### src/rtl/ripple_mod.sv
// Registered ripple-carry adder: WIDTH full-adder cells, result one cycle after capture.
// Optional signed-overflow output ovf is enabled by defining RIPPLE_MOD_OVF_EN.
module ripple_mod #(
  parameter int unsigned WIDTH = 8
) (
  input  logic             clk,
  input  logic             rst,
  input  logic             in_valid,
  input  logic [WIDTH-1:0] a,
  input  logic [WIDTH-1:0] b,
  input  logic             cin,
  output logic             out_valid,
  output logic [WIDTH-1:0] sum,
  output logic             cout
`ifdef RIPPLE_MOD_OVF_EN
  ,
  output logic             ovf
`endif
);

  logic [WIDTH:0]   carry_s;
  logic [WIDTH-1:0] sum_next_s;

  logic [WIDTH-1:0] sum_d,       sum_q;
  logic             cout_d,      cout_q;
  logic             out_valid_d, out_valid_q;

  assign carry_s[0] = cin;

  // Carry ripples LSB to MSB through one full-adder cell per bit.
  for (genvar i = 0; i < WIDTH; i++) begin : g_fa
    assign sum_next_s[i] = a[i] ^ b[i] ^ carry_s[i];
    assign carry_s[i+1]  = (a[i] & b[i]) | (a[i] & carry_s[i]) | (b[i] & carry_s[i]);
  end

`ifdef RIPPLE_MOD_OVF_EN
  logic ovf_d, ovf_q;
`endif

  // Capture on in_valid, otherwise hold sum/cout; operands are ignored when not valid.
  always_comb begin
    sum_d       = sum_q;
    cout_d      = cout_q;
    out_valid_d = 1'b0;
`ifdef RIPPLE_MOD_OVF_EN
    ovf_d       = ovf_q;
`endif
    if (in_valid) begin
      sum_d       = sum_next_s;
      cout_d      = carry_s[WIDTH];
      out_valid_d = 1'b1;
`ifdef RIPPLE_MOD_OVF_EN
      ovf_d       = carry_s[WIDTH] ^ carry_s[WIDTH-1];
`endif
    end else begin
      sum_d       = sum_q;
      cout_d      = cout_q;
      out_valid_d = 1'b0;
`ifdef RIPPLE_MOD_OVF_EN
      ovf_d       = ovf_q;
`endif
    end
  end

  // Result registers; reset wins over a simultaneous in_valid.
  always_ff @(posedge clk) begin
    if (rst) begin
      sum_q       <= {WIDTH{1'b0}};
      cout_q      <= 1'b0;
      out_valid_q <= 1'b0;
`ifdef RIPPLE_MOD_OVF_EN
      ovf_q       <= 1'b0;
`endif
    end else begin
      sum_q       <= sum_d;
      cout_q      <= cout_d;
      out_valid_q <= out_valid_d;
`ifdef RIPPLE_MOD_OVF_EN
      ovf_q       <= ovf_d;
`endif
    end
  end

  assign sum       = sum_q;
  assign cout      = cout_q;
  assign out_valid = out_valid_q;
`ifdef RIPPLE_MOD_OVF_EN
  assign ovf       = ovf_q;
`endif

endmodule

### config.mk
export PLATFORM = sky130hd
export DESIGN_NAME = ripple_mod
export DESIGN_NICKNAME = d
export VERILOG_FILES = /design/src/rtl/ripple_mod.sv
export SDC_FILE = /design/constraint.sdc
export NUM_CORES = 1
export LEC_CHECK = 0
export BUFFER_PORTS_ARGS = -buffer_cell sky130_fd_sc_hd__buf_4
export CAP_MARGIN = 20
export CORE_AREA = 8 8 45 47
export CTS_BUF_LIST = sky130_fd_sc_hd__clkbuf_2
export CTS_CLUSTER_DIAMETER = 150
export DETAILED_ROUTE_END_ITERATION = 16
export DIE_AREA = 0 0 53 55
export PLACE_DENSITY = 0.8
export SLEW_MARGIN = 20
export SYNTH_ARGS = -nofsm -noshare
export SYNTH_HDL_FRONTEND = slang
export SYNTH_SLANG_ARGS = --single-unit
### constraint.sdc
create_clock -name clk -period 5.8 [get_ports clk]
set_input_delay 1.16 -clock clk [delete_from_list [all_inputs] [get_ports clk]]
set_output_delay 1.16 -clock clk [all_outputs]
set_load 0.01 [all_outputs]
# Yosys cells after proc, flatten, opt, wreduce, memory -nomap -nowiden
# Index checks and enable logic that the tools add are counted.
# word_totals
output_inout_bits	10
elab_cells	60
in_bits	20
ff_bits	10
# classes
bitwise	56
muxes	1
# op_table
op	count
$and 1x1->1	24
$or 1x1->1	16
$xor 1x1->1	16
$mux 1	1

# Logic depth before layout (Yosys ltp)
# Gate-level depths: netlist of run 1.
# depth
word_depth	24
ltp_mapped	12
depth_no_buf	12

# Worst setup path after synthesis of run 1
# No wires, ideal clock.
# synth_path
path_kind	input -> register
startpoint	input port a[0]
endpoint	register sum_q[7] (netlist: sum[7])
required_time_ns	5.714
n_path_buf	0
setup_slack_ns	1.387
setup_time_ns	0.086
arrival_time_ns	4.328
cell_stages	12
cell_sequence	inv_1 -> fa_1 -> inv_1 -> fa_1 -> fa_1 -> fa_1 -> fa_1 -> fa_1 -> fa_1 -> inv_1 -> fa_1 -> a211oi_1
# synth_via
elab_chain_cells	22
word_cells_on_any_way	29
classes_between	29 x bitwise
# synth_lines
element	line_no	rtl
start: declaration	9	input logic [WIDTH-1:0] a,
$and 1x1->1	33	assign carry_s[i+1] = (a[i] & b[i]) | (a[i] & carry_s[i]) | (b[i] & carry_s[i]);
$or 1x1->1 * (2 in series)	33	
$and 1x1->1	33	
$or 1x1->1	33	
$or 1x1->1 *	33	
$and 1x1->1	33	
$or 1x1->1	33	
$or 1x1->1 *	33	
[... 5 more ...]	n/a	
$or 1x1->1 *	33	
$and 1x1->1	33	
$or 1x1->1	33	
$or 1x1->1 *	33	
$and 1x1->1	33	
$or 1x1->1	33	
$or 1x1->1 *	33	
$xor 1x1->1 *	32	assign sum_next_s[i] = a[i] ^ b[i] ^ carry_s[i];
end signal: assignment	68	sum_q <= {WIDTH{1'b0}};
end signal: assignment	75	sum_q <= sum_d;
end: declaration	24	logic [WIDTH-1:0] sum_d, sum_q;
# Every way passes the cells marked *; elsewhere a longest branch is shown, timed or not.
# A chain may end at the register's enable or synchronous reset.

# Worst setup path after layout of run 1
# Same ends and word-level chain as after synthesis.

==> summary.md, run 1 <==
| Metric | Value |
|---|---|
| Setup_tns | `0 ps` |
| Dpl hpwl | `between 1000 and 1500 um` |
| Wire length of the first global-routing pass | `around 1800 um` |
| Post_cts resized | `0` |
| Final number of setup-violating endpoints | `0` |
| HP Class | `reg -> reg` |
| CP Max Fanout | `1` |
| Total congestion overflow | `0` |
| Slew margin rel. | `between 80% and 90%` |
| Power density cells | `approximately 210 nW/um^2` |
| Max-slew violation count | `0` |
| Post-route ant nets | `0` |
| Initial DRC count | `8` |
| Grt met3 use | `approximately 3.5%` |
| Highest clock rate | `approximately 0.22 GHz` |
| Clk_skew | `0 ps` |
| Cells after DPL | `89` |
| Row count | `14` |
| Buf/Inv on CP | `4` |
| Area leader, netlist | `dfxtp_1` |
| Post-Synth XOR/XNOR Area | `0%` |
| Synth Area in Simple Gates | `between 7 and 8%` |
| Clock tree sinks | `10` |
| Hold Fails Final Rpt | `0` |
| CP dominant cell by count | `fa_1` |
| Cells after Synth | `46` |
| Ys Warns | `0` |
| Final Non-Filler Cells | `92` |
| Synth cell count leaders | `dfxtp_1 (10), nor2_1 (9), fa_1 (8)` |
| Antenna diode instance count | `0` |
| Type of origin of the critical path | `primary input` |
| Routed vias | `~420` |
| RSZ-0062 raised after global routing | `false` |
| Synth Flop Type | `dfxtp_1` |
| Initial antenna violation count | `0` |
| Avg Cell Area, Syn | `approximately 12 um^2` |
| Met2 global-route usage | `approximately an eighth` |
| Post-DP Area | `around 760 um^2` |
| Routability cong. | `approximately 0.72` |
| Synth Area in Compound Gates | `6.089%` |
| Final layout net count | `106` |
| Total GRT Usage | `8.095%` |
| Initial Util | `approximately two fifths` |
| FF+latch count, synth | `10` |
| GR peak layer | `met2` |
| Async SR Flop Fraction | `0%` |
| Crit-path max cell delay | `~400 ps` |
| Cell Area, Synth | `roughly 530 um^2` |
| Crit-path cells | `buf_4 > inv_1 > fa_1 > inv_1 > fa_1 > fa_1 > fa_1 > fa_1 > fa_1 > fa_1 > inv_1 > fa_1 > a211oi_1` |
| Pin count of the biggest net entering global routing | `14` |
| Tot Pwr | `164.9 uW` |
| I/O Pins | `30` |
| Met1 Usage GRT | `under 10%` |
| Pin slew with the least headroom to its limit | `around 210 ps` |
| CP top delay family | `adder cells` |
| Worst-Skew Late Latency | `230 ps` |
| DIE HEIGHT | `55 um` |
| Largest family of logic cells by synthesized area | `adder cells` |
| Area fraction of the dominant cell type after synthesis | `between 30% and 40%` |
| Finished layout cell area | `between 700 and 800 um^2` |
| Distinct cells, synth | `10` |
| Wire per inst | `around 13 um` |
| Tcrit/Tclk final | `just under 80%` |
| Synth Area in Adders | `approximately 30%` |
| Port bufs | `29` |
| TritonCTS Buffers | `3` |
| Max cap viols | `0` |
| Crit end category | `flop` |
| Die area | `2915 um^2` |
| Slowest CP cell | `fa_1` |
| Area growth syn-to-layout | `44.50%` |
| CTS tree | `yes` |
| DR vias/cell | `roughly 4.6` |
| Vias in the first global route | `420` |
| WP data arrival | `4620 ps` |
| CTS root buf | `clkbuf_2` |
| Core ar. | `approximately 1400 um^2` |
| Required time worst endpoint | `5950 ps` |
| Worst VDD drop | `roughly 130 uV` |
| Area contributors post-synth | `dfxtp_1 (37%), fa_1 (30%), mux2i_1 (11%)` |
| Maximum clock path buffer count | `2` |
| Mux cell area share after synthesis | `roughly 11%` |
| Sequential-to-total area share from yosys stat | `a little under two fifths` |
| First drt pass iteration count | `6` |
| Setup CP Type | `in -> reg` |
| Pleak | `around 0.00039 uW` |
| Worst-path clk slew | `90 ps` |
| CTS H-tree depth | `1` |
| Detailed Route WL | `roughly 1200 um` |
| Layout cells sized above 1 | `44.74%` |
| Post-synth EDFFs | `0` |
| Most common cell in the synthesized netlist | `dfxtp_1` |
| DIE WIDTH | `about 53 um` |
| Syn nets | `between 70 and 80` |
| Status | `finished, final reports clean` |
| CTS Hold Bufs | `0` |
| Detailed-route DRC error count | `0` |
| Post-CTS setup buffer count | `0` |
| Min Tclk post-route | `~4500 ps` |
==> layout by cell type, fill, tap and decap left out <==
cell	synthesis	routed
buf_4	0	29
a211oi_2	2	2
nor2b_1	1	1
inv_1	7	7
a211oi_1	1	1
nor2_1	9	9
clkbuf_2	0	3
mux2i_1	6	6
fa_1	8	8
dfxtp_1	10	10
==> cell type report <==
class / count / area (um^2)
Tap cell: 16 / 20.02
Clock buffer: 3 / 15.01
Multi-Input combinational cell: 27 / 292.8
Fill cell: 132 / 611.8
Inverter: 7 / 26.28
Sequential cell: 10 / 200.2
Timing Repair Buffer: 29 / 217.7
==> worst min-delay path, stage by stage (launching register included) <==
cell,delay [ps]
dfxtp_1,340
mux2i_1,60
nor2_1,80
==> where the power goes <==
| group | leakage, uW | internal [uW] | total (uW) | switching, uW |
|---|---|---|---|---|
| clock | 0.0000125 | 14.1 | 35.9 | 21.8 |
| sequential | 0.0000829 | 75.5 | 78.8 | 3.27 |
| combinational | 0.000298 | 28.2 | 50.2 | 22.0 |
| total | 0.000394 | 118 | 165 | 47.1 |
==> final timing paths <==
path	cells past startpoint	endpoint	slack [ps]	from
worst min-delay path	2	sum[6]$_SDFFE_PP0P_	500	sum[6]$_SDFFE_PP0P_
worst min register to register	2	sum[6]$_SDFFE_PP0P_	500	sum[6]$_SDFFE_PP0P_
worst max-delay path	13	sum[7]$_SDFFE_PP0P_	1330	a[0]
worst max register to register	2	sum[7]$_SDFFE_PP0P_	5100	sum[7]$_SDFFE_PP0P_
==> through the flow <==
| stage | utilization, % | setup slack [ps] | hold WS (ps) |
|---|---|---|---|
| floorplan | - | 1387 | 504.5 |
| global placement | 54.70 | 1169 | 475.4 |
| detailed placement | 54.70 | 1038 | 487.8 |
| CTS | 55.79 | 1291 | 511.8 |
| global route | 55.79 | 1135 | 525.6 |
| finish | 55.79 | 1327 | 503.6 |
==> per-layer routing <==
layer	up-vias	part of all wire (%)
li1	202	-
met1	199	40
met2	23	48
met3	0	12
met4	0	0
met5	-	0
==> flip-flops by register name, summed over array words and instances (netlist names) <==
signal,flops
sum,8
out_valid,1
cout,1
==> cell families after synthesis <==
logic type                 after synthesis
AOI/OAI and AO/OA                        3
adders and majority gates                8
buffers and inverters                    9
DFF                                     10
muxes                                    6
and+or+nand+nor                         10
No activity file was read; power rests on OpenSTA's default activity.
==> run 2: changes to the inputs <==
--- a/config.mk
+++ b/config.mk
@@ -5,14 +5,15 @@
 export SDC_FILE = /design/constraint.sdc
 export NUM_CORES = 1
 export LEC_CHECK = 0
+export ABC_AREA = 1
 export BUFFER_PORTS_ARGS = -buffer_cell sky130_fd_sc_hd__buf_4
 export CAP_MARGIN = 20
-export CORE_AREA = 8 8 45 47
+export CORE_MARGIN = 8
+export CORE_UTILIZATION = 45
 export CTS_BUF_LIST = sky130_fd_sc_hd__clkbuf_2
 export CTS_CLUSTER_DIAMETER = 150
 export DETAILED_ROUTE_END_ITERATION = 16
-export DIE_AREA = 0 0 53 55
-export PLACE_DENSITY = 0.8
+export PLACE_DENSITY = 0.85
 export SLEW_MARGIN = 20
 export SYNTH_ARGS = -nofsm -noshare
 export SYNTH_HDL_FRONTEND = slang
==> constraint.sdc (replaced) <==
create_clock -name clk -period 4.55 [get_ports clk]
set_input_delay 0.91 -clock clk [delete_from_list [all_inputs] [get_ports clk]]
set_output_delay 0.91 -clock clk [all_outputs]
set_load 0.01 [all_outputs]
==> run 2 against run 1 <==
Final area increased by 5.0%. Combinational power increased by 35%. Cell count increased by 28%. Power increased by 34%. Hold slack got worse by 27 ps. Clock power increased by 48%. Routed wire length increased by 12%. Area after synthesis increased by 9.8%. Via count increased by 24%. Clock-buffer cell count unchanged. Register-to-register slack got worse by 1100 ps.
==> summary.md, run 2 <==
| Metric | Value |
|---|---|
| Synth Area in Compound Gates | `0%` |
| Max-slew violation count | `0` |
| Worst setup margin | `about 430 ps` |
| Pin count of the biggest net entering global routing | `20` |
| Fin util | `64.74%` |
| FF+latch count, synth | `10` |
| Slew margin rel. | `83.88%` |
| Vias in the first global route | `527` |
| Area fraction of the dominant cell type after synthesis | `~34%` |
| Highest clock rate | `between 0.2 and 0.25 GHz` |
| Setup_tns | `0 ps` |
| Wire length of the first global-routing pass | `between 2000 and 2500 um` |
| Routed vias | `between 500 and 600` |
| Post-DP Area | `between 700 and 800 um^2` |
| Min Tclk post-route | `between 4000 and 5000 ps` |
| Worst VDD drop | `130.0 uV` |
| Detailed Route WL | `around 1300 um` |
| Synth Area in Simple Gates | `about a quarter` |
| I/O Pins | `30` |
| Pin slew with the least headroom to its limit | `240.4 ps` |
| Pre-CTS setup slack | `about 130 ps` |
| Initial Util | `46.85%` |
| Commonest non-fill, non-tap cell in the layout | `buf_4` |
| DIE WIDTH | `between 50 and 60 um` |
| CTS root buf | `clkbuf_2` |
| Routability cong. | `between 0.6 and 0.7` |
| Port bufs | `29` |
| Antenna diode instance count | `0` |
| Worst-Skew Late Latency | `approximately 260 ps` |
| Pleak | `around 0.00046 uW` |
| Max cap viols | `0` |
| Final number of setup-violating endpoints | `0` |
| Power density cells | `between 200 and 300 nW/um^2` |
| Total congestion overflow | `0` |
| Final layout net count | `132` |
| TritonCTS Buffers | `3` |
| Area contributors post-synth | `dfxtp_1 (34%), fa_1 (27%), nor2_1 (12%)` |
| Async SR Flop Fraction | `0%` |
| Avg Cell Area, Syn | `slightly above 8 um^2` |
| Post_cts resized | `0` |
| Synth Flop Type | `dfxtp_1` |
| Worst-path clk slew | `roughly 100 ps` |
| Syn nets | `100` |
| Most frequent cells in the layout | `buf_4 (29), nor2_1 (19), nand2_1 (18), inv_1 (14), dfxtp_1 (10)` |
| Total GRT Usage | `a little over a tenth` |
| Setup CP Type | `in -> reg` |
| Final Non-Filler Cells | `~120` |
| RSZ-0062 raised after global routing | `false` |
| Area leader, netlist | `dfxtp_1` |
| Tcrit/Tclk final | `around 90%` |
| CTS H-tree depth | `1` |
| Type of origin of the critical path | `primary input` |
| Cell Area, Synth | `586.8 um^2` |
| HP Class | `reg -> reg` |
| Clock tree sinks | `10` |
| Core ar. | `about 1300 um^2` |
| First drt pass iteration count | `4` |
| Status | `finished, final reports clean` |
| Largest family of logic cells by synthesized area | `adder cells` |
| Hold Fails Final Rpt | `0` |
| Cells after Synth | `72` |
| CTS tree | `yes` |
| Sequential-to-total area share from yosys stat | `34.12%` |
| Post-synth EDFFs | `0` |
| Reg2reg path depth | `2` |
| Post-Synth XOR/XNOR Area | `0%` |
| DR vias/cell | `4.449` |
| Most common cell in the synthesized netlist | `nor2_1` |
| Cells after DPL | `between 100 and 150` |
| Synth Area in Adders | `27.29%` |
| Finished layout cell area | `approximately 800 um^2` |
| WP data arrival | `roughly 4300 ps` |
| Post-route ant nets | `0` |
| Distinct cells, synth | `8` |
| Post-CTS setup buffer count | `0` |
| CTS Hold Bufs | `0` |
| Die area | `2715 um^2` |
| Initial DRC count | `12` |
| DIE HEIGHT | `roughly 52 um` |
| Ys Warns | `0` |
| Layout cells sized above 1 | `31.07%` |
| Area growth syn-to-layout | `38.17%` |
| Dpl hpwl | `between 1000 and 1500 um` |
| Row count | `13` |
| Wire per inst | `11.02 um` |
| Max FFs per register | `8` |
| Mux cell area share after synthesis | `0%` |
| Initial antenna violation count | `0` |
| Hold path cells | `2` |
| Maximum clock path buffer count | `2` |
| Detailed-route DRC error count | `0` |
| Clk_skew | `0 ps` |
| Filler cells | `~110` |
| Crit end category | `flop` |
| CP Max Fanout | `1` |
| Synth cell count leaders | `nor2_1 (19), nand2_1 (18), inv_1 (14)` |
| Required time worst endpoint | `approximately 4800 ps` |
## run 2: worst paths after layout
kind	startpoint	to	slack, ps
max	a[0]	sum[7]$_SDFFE_PP0P_	430
min	sum[4]$_SDFFE_PP0P_	sum[4]$_SDFFE_PP0P_	480
max reg2reg	sum[3]$_SDFFE_PP0P_	sum[3]$_SDFFE_PP0P_	3960
min reg2reg	sum[4]$_SDFFE_PP0P_	sum[4]$_SDFFE_PP0P_	480
## run 2: cell families (layout without fill, tap and decap cells)
family / count (synthesis) / count (layout)
adder cells (fa/ha/maj): 8 / 8
buffers and inverters: 17 / 48
flip-flops: 10 / 10
AND/OR/NAND/NOR: 37 / 37
## run 2: layout make-up
type,count,area (um^2),share of cell area [%]
clock buffers,3,15.01,1.852
well taps,15,18.77,2.315
repair buffers,29,217.7,26.85
multi-input cells,45,299.0,36.88
inverters,15,56.30,6.944
flip-flops and latches,10,200.2,24.69
clock inverters,1,3.754,0.4630
## run 2: report_power, final
group	switching [uW]	leakage (uW)	total, uW	internal [uW]
clock	34.0	0.0000140	53.1	19.1
combinational	32.4	0.000363	67.7	35.3
sequential	3.99	0.0000832	99.6	95.6
## run 2: worst max-delay path: stages
cell and delay (ps):
buf_4 100, inv_1 80, fa_1 180, inv_1 50, fa_1 390, fa_1 400
fa_1 390, fa_1 390, fa_1 390, fa_1 370, inv_1 70, fa_1 400
nand2_1 70, nand2_1 40, nor2_1 80
## run 2: metrics by stage
| step | hold WS (ps) | power (uW) |
|---|---|---|
| 2_1_floorplan | 492.4 | 138.6 |
| 5_1_grt | 507.4 | 237.4 |
| 4_1_cts | 479.8 | 221.9 |
| 3_3_place_gp | 461.4 | 166.6 |
| 3_5_place_dp | 464.2 | 170.2 |
| 6_report | 476.9 | 220.4 |
## run 2: layer usage
layer / track usage [%] / wire length (um)
met1: 9.437 / 448
met2: 19.20 / 711
met3: 1.994 / 113
met4: 9.292 / 27
met5: 0 / 0
